===== src/rtl/muldiv_if.sv =====
// Execute-stage bus for the muldiv unit: operation launch, MTHI/MTLO writes
// and the architectural HI/LO read-back.
interface muldiv_if #(
   parameter int DATA_WIDTH = 32
);
   logic                  start;
   logic [1:0]            op;
   logic [DATA_WIDTH-1:0] a;
   logic [DATA_WIDTH-1:0] b;
   logic                  hi_we;
   logic                  lo_we;
   logic [DATA_WIDTH-1:0] wdata;
   logic                  busy;
   logic                  done;
   logic [DATA_WIDTH-1:0] hi;
   logic [DATA_WIDTH-1:0] lo;

   modport master (
      output start, op, a, b, hi_we, lo_we, wdata,
      input  busy, done, hi, lo
   );

   modport slave (
      input  start, op, a, b, hi_we, lo_we, wdata,
      output busy, done, hi, lo
   );
endinterface


===== src/rtl/muldiv.sv =====
// Iterative MULT/MULTU/DIV/DIVU unit owning the MIPS HI/LO registers.
// Define MULDIV_FAST_MUL_EN to run multiplies through a single-cycle multiplier.
module muldiv #(
   parameter int DATA_WIDTH = 32
) (
   input logic     clk,
   input logic     rst,
   muldiv_if.slave bus
);
   localparam int W  = DATA_WIDTH;
   localparam int CW = $clog2(W + 1);

   typedef enum logic [1:0] {
      IDLE,
      RUN,
      FIX
   } state_e;

   state_e         state_q, state_d;
   logic [CW-1:0]  cnt_q, cnt_d;
   logic [2*W-1:0] acc_q, acc_d;
   logic [W-1:0]   opnd_q, opnd_d;
   logic [W-1:0]   a_q, a_d;
   logic [W-1:0]   b_q, b_d;
   logic [W-1:0]   hi_q, hi_d;
   logic [W-1:0]   lo_q, lo_d;
   logic [1:0]     op_q, op_d;
   logic           negq_q, negq_d;
   logic           negr_q, negr_d;
   logic           busy_q, busy_d;
   logic           done_q, done_d;

   logic           opSigned;
   logic [W-1:0]   magA, magB;

   // Signed ops work on magnitudes; the sign is reapplied once in FIX.
   assign opSigned = ~bus.op[0];
   assign magA     = (opSigned && bus.a[W-1]) ? -bus.a : bus.a;
   assign magB     = (opSigned && bus.b[W-1]) ? -bus.b : bus.b;

   // acc = {upper, lower}: multiply keeps the multiplier in lower and shifts
   // the partial product in from the top; divide keeps {remainder, dividend/quotient}.
   logic [W:0]     mulSum;
   logic [W:0]     divShift;
   logic [W-1:0]   divDiff;
   logic           divGe;
   logic [2*W-1:0] mulStep, divStep;

   assign mulSum   = {1'b0, acc_q[2*W-1:W]} + (acc_q[0] ? {1'b0, opnd_q} : '0);
   assign mulStep  = {mulSum, acc_q[W-1:1]};
   assign divShift = {acc_q[2*W-1:W], acc_q[W-1]};
   assign divGe    = divShift >= {1'b0, opnd_q};
   assign divDiff  = divShift[W-1:0] - opnd_q;
   assign divStep  = {(divGe ? divDiff : divShift[W-1:0]), acc_q[W-2:0], divGe};

   logic [2*W-1:0] prodRes;
   logic [W-1:0]   quotRes, remRes;

`ifdef MULDIV_FAST_MUL_EN
   logic [2*W-1:0] fastA, fastB;

   assign fastA   = op_q[0] ? {{W{1'b0}}, a_q} : {{W{a_q[W-1]}}, a_q};
   assign fastB   = op_q[0] ? {{W{1'b0}}, b_q} : {{W{b_q[W-1]}}, b_q};
   assign prodRes = fastA * fastB;
`else
   assign prodRes = negq_q ? -acc_q : acc_q;
`endif

   assign quotRes = negq_q ? -acc_q[W-1:0]   : acc_q[W-1:0];
   assign remRes  = negr_q ? -acc_q[2*W-1:W] : acc_q[2*W-1:W];

   // Next-state and datapath: launch in IDLE, one result bit per RUN cycle,
   // sign fix-up and HI/LO commit in FIX.
   always_comb begin
      state_d = state_q;
      cnt_d   = cnt_q;
      acc_d   = acc_q;
      opnd_d  = opnd_q;
      a_d     = a_q;
      b_d     = b_q;
      op_d    = op_q;
      negq_d  = negq_q;
      negr_d  = negr_q;
      hi_d    = hi_q;
      lo_d    = lo_q;
      busy_d  = busy_q;
      done_d  = 1'b0;

      unique case (state_q)
         IDLE: begin
            if (bus.start) begin
               op_d    = bus.op;
               a_d     = bus.a;
               b_d     = bus.b;
               negq_d  = opSigned & (bus.a[W-1] ^ bus.b[W-1]);
               negr_d  = opSigned & bus.a[W-1];
               cnt_d   = CW'(W);
               busy_d  = 1'b1;
               state_d = RUN;
               if (bus.op[1]) begin
                  opnd_d = magB;
                  acc_d  = {{W{1'b0}}, magA};
               end else begin
                  opnd_d = magA;
                  acc_d  = {{W{1'b0}}, magB};
               end
`ifdef MULDIV_FAST_MUL_EN
               if (!bus.op[1]) begin
                  state_d = FIX;
               end
`endif
            end else begin
               if (bus.hi_we) begin
                  hi_d = bus.wdata;
               end
               if (bus.lo_we) begin
                  lo_d = bus.wdata;
               end
            end
         end

         RUN: begin
            cnt_d = cnt_q - CW'(1);
            acc_d = op_q[1] ? divStep : mulStep;
            if (cnt_q == CW'(1)) begin
               state_d = FIX;
            end
         end

         FIX: begin
            if (!op_q[1]) begin
               {hi_d, lo_d} = prodRes;
            end else if (b_q == '0) begin
               hi_d = a_q;
               lo_d = '1;
            end else begin
               hi_d = remRes;
               lo_d = quotRes;
            end
            done_d  = 1'b1;
            busy_d  = 1'b0;
            state_d = IDLE;
         end

         default: begin
            state_d = IDLE;
         end
      endcase
   end

   // State register; reset abandons any in-flight operation and clears HI/LO.
   always_ff @(posedge clk or posedge rst) begin
      if (rst) begin
         state_q <= IDLE;
         cnt_q   <= '0;
         acc_q   <= '0;
         opnd_q  <= '0;
         a_q     <= '0;
         b_q     <= '0;
         op_q    <= '0;
         negq_q  <= 1'b0;
         negr_q  <= 1'b0;
         hi_q    <= '0;
         lo_q    <= '0;
         busy_q  <= 1'b0;
         done_q  <= 1'b0;
      end else begin
         state_q <= state_d;
         cnt_q   <= cnt_d;
         acc_q   <= acc_d;
         opnd_q  <= opnd_d;
         a_q     <= a_d;
         b_q     <= b_d;
         op_q    <= op_d;
         negq_q  <= negq_d;
         negr_q  <= negr_d;
         hi_q    <= hi_d;
         lo_q    <= lo_d;
         busy_q  <= busy_d;
         done_q  <= done_d;
      end
   end

   assign bus.busy = busy_q;
   assign bus.done = done_q;
   assign bus.hi   = hi_q;
   assign bus.lo   = lo_q;
endmodule


===== src/flat_wrapper.sv =====
// flat-port wrapper written by rule: the top's interface ports become plain ports
module muldiv_flat 
#(
   parameter int DATA_WIDTH = 32
)
  (clk, rst, bus_start, bus_op, bus_a, bus_b, bus_hi_we, bus_lo_we, bus_wdata, bus_busy, bus_done, bus_hi, bus_lo);
  muldiv_if #(.DATA_WIDTH(DATA_WIDTH)) bus_i ();
  input logic clk;
  input logic rst;
  input wire logic [$bits(bus_i.start)-1:0] bus_start;
  input wire logic [$bits(bus_i.op)-1:0] bus_op;
  input wire logic [$bits(bus_i.a)-1:0] bus_a;
  input wire logic [$bits(bus_i.b)-1:0] bus_b;
  input wire logic [$bits(bus_i.hi_we)-1:0] bus_hi_we;
  input wire logic [$bits(bus_i.lo_we)-1:0] bus_lo_we;
  input wire logic [$bits(bus_i.wdata)-1:0] bus_wdata;
  output wire logic [$bits(bus_i.busy)-1:0] bus_busy;
  output wire logic [$bits(bus_i.done)-1:0] bus_done;
  output wire logic [$bits(bus_i.hi)-1:0] bus_hi;
  output wire logic [$bits(bus_i.lo)-1:0] bus_lo;
  assign bus_i.start = bus_start;
  assign bus_i.op = bus_op;
  assign bus_i.a = bus_a;
  assign bus_i.b = bus_b;
  assign bus_i.hi_we = bus_hi_we;
  assign bus_i.lo_we = bus_lo_we;
  assign bus_i.wdata = bus_wdata;
  assign bus_busy = bus_i.busy;
  assign bus_done = bus_i.done;
  assign bus_hi = bus_i.hi;
  assign bus_lo = bus_i.lo;
  muldiv #(.DATA_WIDTH(DATA_WIDTH)) u_core (.clk(clk), .rst(rst), .bus(bus_i));
endmodule

===== config.mk =====
export PLATFORM = sky130hd
export DESIGN_NAME = muldiv_flat
export DESIGN_NICKNAME = d
export VERILOG_FILES = /design/src/rtl/muldiv_if.sv /design/src/rtl/muldiv.sv /design/src/flat_wrapper.sv
export SDC_FILE = /design/constraint.sdc
export NUM_CORES = 1
export LEC_CHECK = 0
export CAP_MARGIN = 20
export CORE_ASPECT_RATIO = 1.5
export CORE_MARGIN = 2
export CORE_UTILIZATION = 60
export DETAILED_ROUTE_END_ITERATION = 8
export PLACE_DENSITY = 0.88
export SLEW_MARGIN = 20
export SYNTH_ARGS = -nofsm -noshare
export SYNTH_HDL_FRONTEND = slang
export SYNTH_SLANG_ARGS = --single-unit

===== constraint.sdc =====
create_clock -name clk -period 9.9 [get_ports clk]
set_clock_uncertainty 0.15 [all_clocks]
set_input_delay 1.485 -clock clk [delete_from_list [all_inputs] [get_ports clk]]
set_output_delay 1.485 -clock clk [all_outputs]
set_load 0.005 [all_outputs]

## Word level (Yosys, flattened, before mapping)

Index checks and enable logic that the tools add are counted.

| storage, ports and cells | value |
|---|---|
| register bits after elaboration | 238 |
| bits in latches | 0 |
| bits in writable memories | 0 |
| memory bits (read-only) | 0 |
| input port bits | 103 |
| logic and storage cells | 76 |
| memories | 0 |

| operators by class | value |
|---|---|
| add/subtract/negate cells | 8 |
| $mul | 0 |
| div/mod/pow operators | 0 |
| magnitude comparators | 1 |
| eq/ne operators | 8 |
| shift operators | 0 |
| mux-type cells | 30 |
| bitwise operators | 4 |
| reductions and logical operators | 12 |

Operator list:

| cell | count |
|---|---|
| $mux 32 | 16 |
| $mux 64 | 3 |
| $neg 32->32 | 4 |
| $pmux 32 s2 | 2 |
| $pmux 64 s2 | 1 |
| $neg 64->64 | 1 |
| $add 32x33->33 | 1 |
| $ge 33x32->1 | 1 |
| $logic_not 32->1 | 1 |
| $sub 32x32->32 | 1 |
| $pmux 6 s2 | 1 |
| $ne 2x2->1 const B | 4 |
| $reduce_and 2->1 | 4 |
| $eq 6x1->1 const B | 1 |
| $mux 6 | 1 |
| $reduce_and 3->1 | 2 |
| $sub 6x1->6 const B | 1 |
| $mux 2 | 2 |
| $pmux 2 s2 | 1 |
| $reduce_bool 2->1 | 2 |
| $and 1x1->1 | 2 |
| $eq 2x1->1 const B | 1 |
| $eq 2x2->1 const B | 1 |
| $logic_and 1x1->1 | 2 |
| other kinds (6) | 7 |

## Depth between registers and ports, before layout

Gate-level depths: netlist (run 1).

| depth | value |
|---|---|
| depth in word-level cells | 6 |
| gate-level depth with buffers | 14 |
| mapped depth without buffers | 13 |

## Worst setup path before layout (run 1)

OpenSTA, ideal clock, no wires.

| timing path | value |
|---|---|
| kind | input-to-reg |
| start point | input port bus_b[10] |
| end point | register u_core.acc_q[19] |
| setup time | 0.134 ns |
| data arrival time | 3.489 ns |
| path slack | 6.127 ns |
| stages | 8 |
| buffers on the path | 0 |
| cells stage by stage | or4_1 -> or3_1 -> or3_4 -> o31ai_2 -> xor2_1 -> nand2_1 -> a31oi_1 -> o21ai_0 |

| between the ends | value |
|---|---|
| word-level cells in the longest chain between the ends | 5 |

Ends and longest elaborated chain:

| what | RTL line | text |
|---|---|---|
| start, declared | flat_wrapper.sv:13 | `input wire logic [$bits(bus_i.b)-1:0] bus_b;` |
| $neg 32->32 | muldiv.sv:39 | `assign magB = (opSigned && bus.b[W-1]) ? -bus.b : bus.b;` |
| $mux 32 | muldiv.sv:39 |  |
| $mux 32 | muldiv.sv:100 | `if (bus.op[1]) begin` |
| $mux 64 | muldiv.sv:91 | `if (bus.start) begin` |
| $pmux 64 s2 | muldiv.sv:89 | `unique case (state_q)` |
| end signal, assigned | muldiv.sv:156 | `acc_q <= '0;` |
| end signal, assigned | muldiv.sv:170 | `acc_q <= acc_d;` |
| end, declared | muldiv.sv:21 | `logic [2*W-1:0] acc_q, acc_d;` |

Every way passes these cells. The select of a mux whose other input is x is not followed.
A chain may end at the register's enable or synchronous reset.

## Final worst setup path (run 1)

| timing path | value |
|---|---|
| start point | register u_core.acc_q[31] |
| end point | register u_core.acc_q[51] |

| between the ends | value |
|---|---|
| word-level cells in the longest chain between the ends | 4 |
| elaborated cells on any way between the ends | 5 |
| those cells by class | add/sub (1); order compare (1); mux (3) |

Ends and longest elaborated chain:

| what | RTL line | text |
|---|---|---|
| $sub 32x32->32 or $ge 33x32->1 (tied branches) | muldiv.sv:53, muldiv.sv:52 |  |
| $mux 32 * | muldiv.sv:54 | `assign divStep = {(divGe ? divDiff : divShift[W-1:0]), acc_q[W-2:0], divGe};` |
| $mux 64 * | muldiv.sv:124 | `acc_d = op_q[1] ? divStep : mulStep;` |
| $pmux 64 s2 * | muldiv.sv:89 |  |

Every way passes the cells marked *; elsewhere a longest branch is shown, timed or not.

==> results.md, run 1 <==
* Mux contribution to synthesized area at 0.0356
* Routed wl met2 at roughly 32000 um
* DRT iter0 DRCs at 1925
* Cell Count Post-Placement at 2851
* Clk root buf: clkbuf_16
* Post-route clock period utilization at 0.446
* Depth of the most critical reg-to-reg path at 12
* Critical path class: flip-flop to flip-flop
* Vias in the first global route at 18218
* Worst path slowest cell: dfrtp_1
* Synth Area in XOR/XNOR at 0.0870
* Achievable frequency at ~230 MHz
* Cell depth of the worst setup path at 12
* Register area share after synthesis at 0.317
* Yosys top cell area share at 0.317
* Metal3 WL at between 5000 and 6000 um
* Crit start category: flip-flop
* Main combinational cell family by area after synthesis: simple AND/OR/NAND/NOR gates
* Antenna violations before repair at 4
* Worst setup margin at 5.48 ns
* Slew HR at 0.254
* Layout cells sized above 1 at 0.0502
* Starting Density at 0.607
* Cell taking the most area after synthesis: dfrtp_1
* Total track usage at 0.425
* Min Hold Slack at ~0.33 ns
* Maximum VDD drop at between 0.0002 and 0.00025 V
* Most common cell in the netlist: nand2_1
* Comb power frac at 0.600
* RSZ-0062 raised after global routing: no
* Pwr Density at between 300 and 400 nW/um2
* Measured slew at the worst slew-check pin at ~1.1 ns
* Area contributors post-synth: dfrtp_1 32%, nand2_1 9.1%, o21ai_0 5.3%
* Detail Placement HPWL at around 52000 um
* PortBufs at around 170
* Core area at 30800 um2
* Setup TNS Final at 0 ns
* DRT Wirelength at roughly 70000 um
* Status: complete, no violations
* Final GP Congestion at between 1 and 1.5
* M1 wire length at 25000 um
* Latest clock arrival within the worst-skew pair at 0.58 ns
* Post-layout util at 0.690
* Critical-path cell list: inv_1 > ha_1 > nor2b_1 > o31a_1 > o311a_1 > o21ai_1 > nand3b_1 > a21oi_4 > buf_4 > mux2_2 > a22oi_1 > o21ai_0
* Post-synth EDFFs at 0
* Critical Path RT at a little over 10 ns
* First-pass GRT wire length at approximately 110000 um
* Post-synthesis cell type count at 83
* Crit path buf inv count at 2
* Hold path startpoint: u_core.b_q[4]
* Overall via count from detail_route at around 19000
* WL per Instance at around 24 um
* Hold Path Sink: u_core.b_q[4]
* Yosys warns at 0
* Reg2reg setup slack at roughly 5.5 ns
* Clk buf depth at 3
* Critical path arrival at ~4.7 ns
* Total grt overflow at 0
* TritonCTS clock tree: built
* Row cnt at 79
* ANT nets after route at 0
* Commonest cells post-synth: 456 x nand2_1, 237 x dfrtp_1, 230 x nor2_1
* Worst path max stage delay at 0.62 ns
* Clk sinks at ~240
* Hold_buf cts at 0
* Residual DRC at 0
* Area Growth Syn to Fin at 13.7%
* Post-Syn Nets at ~2600
* Largest net degree at the start of global routing at between 100 and 150
* CTS Buf Count at 25
* Pre-CTS setup slack at 5.19 ns
* Die area at between 30000 and 40000 um2
* Endpoints failing setup at 0
* Avg Cell Area, Syn at slightly below 8 um2
* Post-route insts no fill at ~2900
* P_sw at 0.00392 W
* Postcts setup bufs at 0
* Die Ht at around 220 um
* Critical R2R Launch: u_core.acc_q[31]
* Total leakage power at roughly 9.0 nW
* H-tree depth at 1
* CP top delay family: compound AO/OA/AOI/OAI gates
* Die X at 148 um
* Int Pwr at approximately 0.0041 W
* Crit-path max FO at 39
* DRT Pass-1 Iters at 6
* Primary FF master, synth: dfrtp_1
* Clk pwr share at 0.130
* Layout Nets at between 2000 and 3000
* Cells after Synth at approximately 2400
* Flop pwr share at 0.271
* PostCTS Resize Cnt at 0
* #FFs+latches synth at between 200 and 250
* FFs w/ async S/R, synth at 1.00
* Synthesized area at between 15000 and 20000 um2
* FF-to-FF End: u_core.acc_q[51]
* Simple-gate share of the synthesized area at 0.231
* Vias per std cell at 6.62
* Adder-Cell Fraction of Synth Area at 0.0489
* Slew Limit Fails at 0
* Hold path cells at 2
* Final hold vios at 0
* Min-delay worst type: flip-flop to flip-flop
* Sw Ratio at 0.491
* I/O pins at 169
* Max-cap violations at 0
* Compound-Gate Fraction of Synth Area at 0.229
* Worst-path clk slew at about 0.070 ns
* Max Used Layer: met4
* Min Tclk post-route at approximately 4.4 ns
* Setup crit end kind: flip-flop
[state kept, by name (all words and copies together) (netlist names)]
signal / flops
u_core.a_q: 32
u_core.acc_q: 64
u_core.b_q: 32
u_core.bus.busy: 1
u_core.bus.done: 1
u_core.bus.hi: 32
u_core.bus.lo: 32
u_core.cnt_q: 6
u_core.negq_q: 1
u_core.negr_q: 1
u_core.op_q: 1
u_core.opnd_q: 32
u_core.state_q: 2
[cells by family (layout without fill, tap and decap cells)]
kind of cell	after synthesis	in the layout
AND/OR/NAND/NOR	955	955
AO/OA/AOI/OAI	673	673
buffers and inverters	245	303
flip-flops	237	237
XOR/XNOR	186	186
adder cells (fa/ha/maj)	72	72
multiplexers	66	66
other	0	4
[area by class of cell]
cell class                      count  area, um2
Antenna cell                        4       10.0
Clock buffer                       33        696
Clock inverter                     13        193
Fill cell                        2594       9550
Inverter                           68        263
Multi-Input combinational cell   1952      11900
Sequential cell                   237       5940
Tap cell                          405        507
Timing Repair Buffer              189       1830
[power groups by stage]
stage	registers (W)	clock network [W]	logic (W)
floorplan	0.00174	0	0.00356
global placement	0.00210	0	0.00454
detailed placement	0.00213	0	0.00466
CTS	0.00211	0.00104	0.00470
global route	0.00219	0.00107	0.00526
finish	0.00216	0.00103	0.00479
[metrics by stage]
stage	instance area [um2]	power, W
2_1_floorplan	18700	0.00530
3_3_place_gp	20400	0.00665
3_5_place_dp	20400	0.00679
4_1_cts	21300	0.00785
5_1_grt	21300	0.00852
6_report	21300	0.00798
[tightest hold or removal path: cells and delay by family (launching register included)]
| kind | cells | cell delay (ns) |
|---|---|---|
| flops | 1 | 0.34 |
| simple gates | 2 | 0.10 |
[layer usage]
| metal | up-vias | GRT usage |
|---|---|---|
| li1 | 8685 | - |
| met1 | 9051 | 0.497 |
| met2 | 1120 | 0.677 |
| met3 | 340 | 0.0656 |
| met4 | 0 | 0.378 |
| met5 | - | 0 |
[worst max-delay path by stage]
| stage | startpoint | endpoint |
|---|---|---|
| final | u_core.acc_q[31] | u_core.acc_q[51] |
| after global placement | bus_a[0] | u_core.acc_q[27] |
| after floorplan | rst | u_core.a_q[0] |
| after global routing | u_core.acc_q[31] | u_core.acc_q[51] |
| after detailed placement | bus_a[0] | u_core.acc_q[27] |
| after CTS | u_core.acc_q[31] | u_core.acc_q[51] |
[layout by cell type, fill, tap and decap left out, types with 17 or more instances in the layout]
cell and instances:
a211oi_1 17, a21o_1 34, a21oi_1 167, a31oi_1 40, a32oi_1 28, buf_4 21, clkbuf_16 25, clkdlybuf4s50_1 167
dfrtp_1 235, ha_1 70, inv_1 66, mux2i_1 61, nand2_1 456, nand3_1 39, nand4_1 20, nor2_1 229
nor3_1 51, nor4_1 26, o21ai_0 197, o31ai_1 24, or3_1 23, xnor2_1 80, xor2_1 106
Power figures use the tool's default switching activity.
==> run 2, diff against run 1 <==
--- a/config.mk
+++ b/config.mk
@@ -8,9 +8,9 @@
 export CAP_MARGIN = 20
 export CORE_ASPECT_RATIO = 1.5
 export CORE_MARGIN = 2
-export CORE_UTILIZATION = 60
+export CORE_UTILIZATION = 54
 export DETAILED_ROUTE_END_ITERATION = 8
-export PLACE_DENSITY = 0.88
+export PLACE_DENSITY = 0.84
 export SLEW_MARGIN = 20
 export SYNTH_ARGS = -nofsm -noshare
 export SYNTH_HDL_FRONTEND = slang
==> constraint.sdc (replaced) <==
create_clock -name clk -period 4 [get_ports clk]
set_clock_uncertainty 0.15 [all_clocks]
set_input_delay 0.6 -clock clk [delete_from_list [all_inputs] [get_ports clk]]
set_output_delay 0.6 -clock clk [all_outputs]
set_load 0.005 [all_outputs]
==> run 2 against run 1 <==
Compared with the run above: design area up 2.7%; global-route usage down 1.7 points; utilization down 5.1 points; final cell count up 3.2%; non-clock buffer count up 75; largest cell class unchanged.
==> results.md, run 2 (synthesis results as in run 1) <==
* Status: complete, no violations
* Slew Limit Fails at 0 (unchanged)
* Endpoints failing setup at 0 (unchanged)
* Min-delay worst type: input pin to flip-flop
* CTS Buf Count at 25 (unchanged)
* Critical path class: flip-flop to flip-flop
* Total leakage power at 9.38 nW (+3.9%)
* Final GP Congestion at 1.05 (-0.93%)
* P_sw at 0.0101 W (+160%)
* GRT busiest layer: met2
* Critical R2R Launch: u_core.acc_q[0]
* Hold_buf cts at 0 (unchanged)
* Residual DRC at 0 (unchanged)
* Clk root buf: clkbuf_16
* GR Util met1 at 0.461 (-0.0367)
* Layout Nets at 2723 (+2.8%)
* Die area at 36200 um2 (+11%)
* Met3 usage at 0.0717 (+0.00610)
* TritonCTS clock tree: built
* Crit-path max FO at 10 (-74%)
* Largest net degree at the start of global routing at 105 (-4.5%)
* I/O pins at 169 (unchanged)
* Pwr Density at 932 nW/um2 (+150%)
* Antenna violations before repair at 5 (+1)
* Row cnt at 83 (+5.1%)
* Total track usage at 0.408 (-0.0173)
* Cell Count Post-Placement at 2946 (+3.3%)
* Sw Ratio at 0.494 (+0.00234)
* Post-layout util at 0.640 (-0.0507)
* PostCTS Resize Cnt at 0 (unchanged)
* Die X at 156 um (+5.3%)
* WL per Instance at 24.9 um (+2.9%)
* ANT nets after route at 0 (unchanged)
* Post-route clock period utilization at 0.917 (+0.471)
* DRT iter0 DRCs at 1778 (-7.6%)
* CP Launch Point: u_core.acc_q[0]
* Setup TNS Final at 0 ns (unchanged)
* Overall via count from detail_route at 19637 (+2.3%)
* Min Tclk post-route at 3.67 ns (-0.747 ns)
* Detail Placement HPWL at 56700 um (+8.7%)
* Worst-path clk slew at 0.07 ns (about the same)
* Starting Density at 0.548 (-0.0591)
* Clk sinks at 237 (unchanged)
* Clk pwr share at 0.115 (-0.015)
* PortBufs at 168 (unchanged)
* Most frequent CP cell: o21ai_0
* First-pass GRT wire length at 112000 um (+5.1%)
* Most frequent cells in the layout: 456 x nand2_1, 235 x dfrtp_1, 229 x nor2_1, 197 x o21ai_0
* Postcts setup bufs at 0 (unchanged)
* Achievable frequency at 273 MHz (+20%)
* Setup crit end kind: flip-flop
* Crit start category: flip-flop
* DRT Pass-1 Iters at 6 (unchanged)
* Max-cap violations at 0 (unchanged)
* Area Growth Syn to Fin at 16.7%
* Fin area at 21900 um2 (+2.7%)
* H-tree depth at 1 (unchanged)
* Vias per std cell at 6.56 (-0.91%)
* Post-route insts no fill at 2995 (+3.2%)
* Maximum VDD drop at 0.000552 V (+130%)
* Critical path arrival at 3.98 ns (-0.73 ns)
* Slew HR at 0.262 (+0.00792)
* Final hold vios at 0 (unchanged)
* Placed Area at 21000 um2 (+3.2%)
* Worst path max stage delay at 0.45 ns (-0.17 ns)
* Critical Path RT at 4.31 ns (-5.89 ns)
* Largest Register: u_core.acc_q
* DRT Wirelength at 74700 um (+6.3%)
* Comb power frac at 0.641 (+0.041)
* Met2 usage at 0.648 (-0.0282)
* Core area at 34200 um2 (+11%)
* Int Pwr at 0.0103 W (+150%)
* Total grt overflow at 0 (unchanged)
* Fill count at 2998 (+16%)
* Most common cell after layout, fill and taps aside: nand2_1
* RSZ-0062 raised after global routing: no
* Worst path slowest cell: a2111o_1
* Critical-path cell list: inv_1 > nor2_1 > ha_1 > a21oi_1 > o21ai_0 > a2111o_1 > a21o_1 > a31oi_1 > o21ai_0 > buf_4 > a211oi_1 > o21ai_0 > a32o_1
* Hold path startpoint: bus_op[1]
* Measured slew at the worst slew-check pin at 1.11 ns (-0.000174 ns)
* Clk buf depth at 3 (unchanged)
* Latest clock arrival within the worst-skew pair at 0.58 ns (about the same)
* Layout cells sized above 1 at 0.0779 (+0.0278)
* Total chip power at 0.0204 W (+160%)
* Flop pwr share at 0.244 (-0.027)
* Die Ht at 232 um (+5.3%)
* Largest register FFs at 64 (unchanged)
* Vias in the first global route at 18801 (+3.2%)
run 2: cell types whose count changed in the layout (fill, tap and decap cells not counted), moves of 3 or more:
cell,before,now
buf_4,21,90
clkinv_2,4,7
buf_12,0,6
inv_6,0,3
bufinv_16,4,0
run 2: power by group through the flow:
stage / clock [W] / sequential [W] / combinational (W)
2_1_floorplan: 0 / 0.00431 / 0.00882
6_report: 0.00235 / 0.00497 / 0.0131
5_1_grt: 0.00244 / 0.00504 / 0.0142
3_3_place_gp: 0 / 0.00487 / 0.0124
4_1_cts: 0.00235 / 0.00488 / 0.0128
3_5_place_dp: 0 / 0.00492 / 0.0127
run 2: path summary, 6_finish.rpt:
path / endpoint / slack (ns) / cells past startpoint
worst min-delay path: u_core.op_q[1] / 0.27 / 3
worst max-delay path: u_core.acc_q[63] / 0.33 / 13
min in group asynchronous: u_core.bus.hi[7] / 0.34 / 2
max in group asynchronous: u_core.op_q[1] / 2.28 / 3
worst min register to register: u_core.a_q[6] / 0.33 / 2
worst max register to register: u_core.acc_q[63] / 0.33 / 13
run 2: final cells by class:
type | count | area (um2) | area share
inverters | 68 | 259 | 0.0119
clock inverters | 14 | 106 | 0.00487
diodes | 3 | 7.51 | 0.000344
flip-flops and latches | 237 | 5940 | 0.272
clock buffers | 32 | 692 | 0.0317
repair buffers | 264 | 2470 | 0.113
multi-input cells | 1952 | 11900 | 0.542
well taps | 425 | 532 | 0.0243
run 2: per-layer routing:
layer,wire [um],vias to the layer above,part of all wire
met5,12,-,0.00016
met4,8630,2,0.12
met3,6490,379,0.087
met2,33700,1228,0.45
met1,25800,9179,0.35
li1,-,8849,-
run 2: critical path: cells and delay by family (launching register included):
| family | cells | cell delay [ns] |
|---|---|---|
| AOI/OAI and AO/OA | 9 | 2.02 |
| buffers and inverters | 2 | 0.52 |
| DFF | 1 | 0.42 |
| adders and majority gates | 1 | 0.34 |
| and+or+nand+nor | 1 | 0.11 |
run 2: metrics by stage:
step	hold slack (ns)	setup slack (ns)
CTS	0.265	0.406
global route	0.289	0.159
floorplan	0.290	0.144
finish	0.272	0.330
global placement	0.307	0.280
detailed placement	0.317	0.162
==> run 3, diff against run 2 <==
--- a/config.mk
+++ b/config.mk
@@ -5,12 +5,14 @@
 export SDC_FILE = /design/constraint.sdc
 export NUM_CORES = 1
 export LEC_CHECK = 0
+export ABC_CLOCK_PERIOD_IN_PS = 4000
 export CAP_MARGIN = 20
 export CORE_ASPECT_RATIO = 1.5
 export CORE_MARGIN = 2
 export CORE_UTILIZATION = 54
 export DETAILED_ROUTE_END_ITERATION = 8
 export PLACE_DENSITY = 0.84
+export SKIP_LAST_GASP = 1
 export SLEW_MARGIN = 20
 export SYNTH_ARGS = -nofsm -noshare
 export SYNTH_HDL_FRONTEND = slang
==> results of run 3 <==
No change in the layout: final DEF, timing and power equal those of run 2.
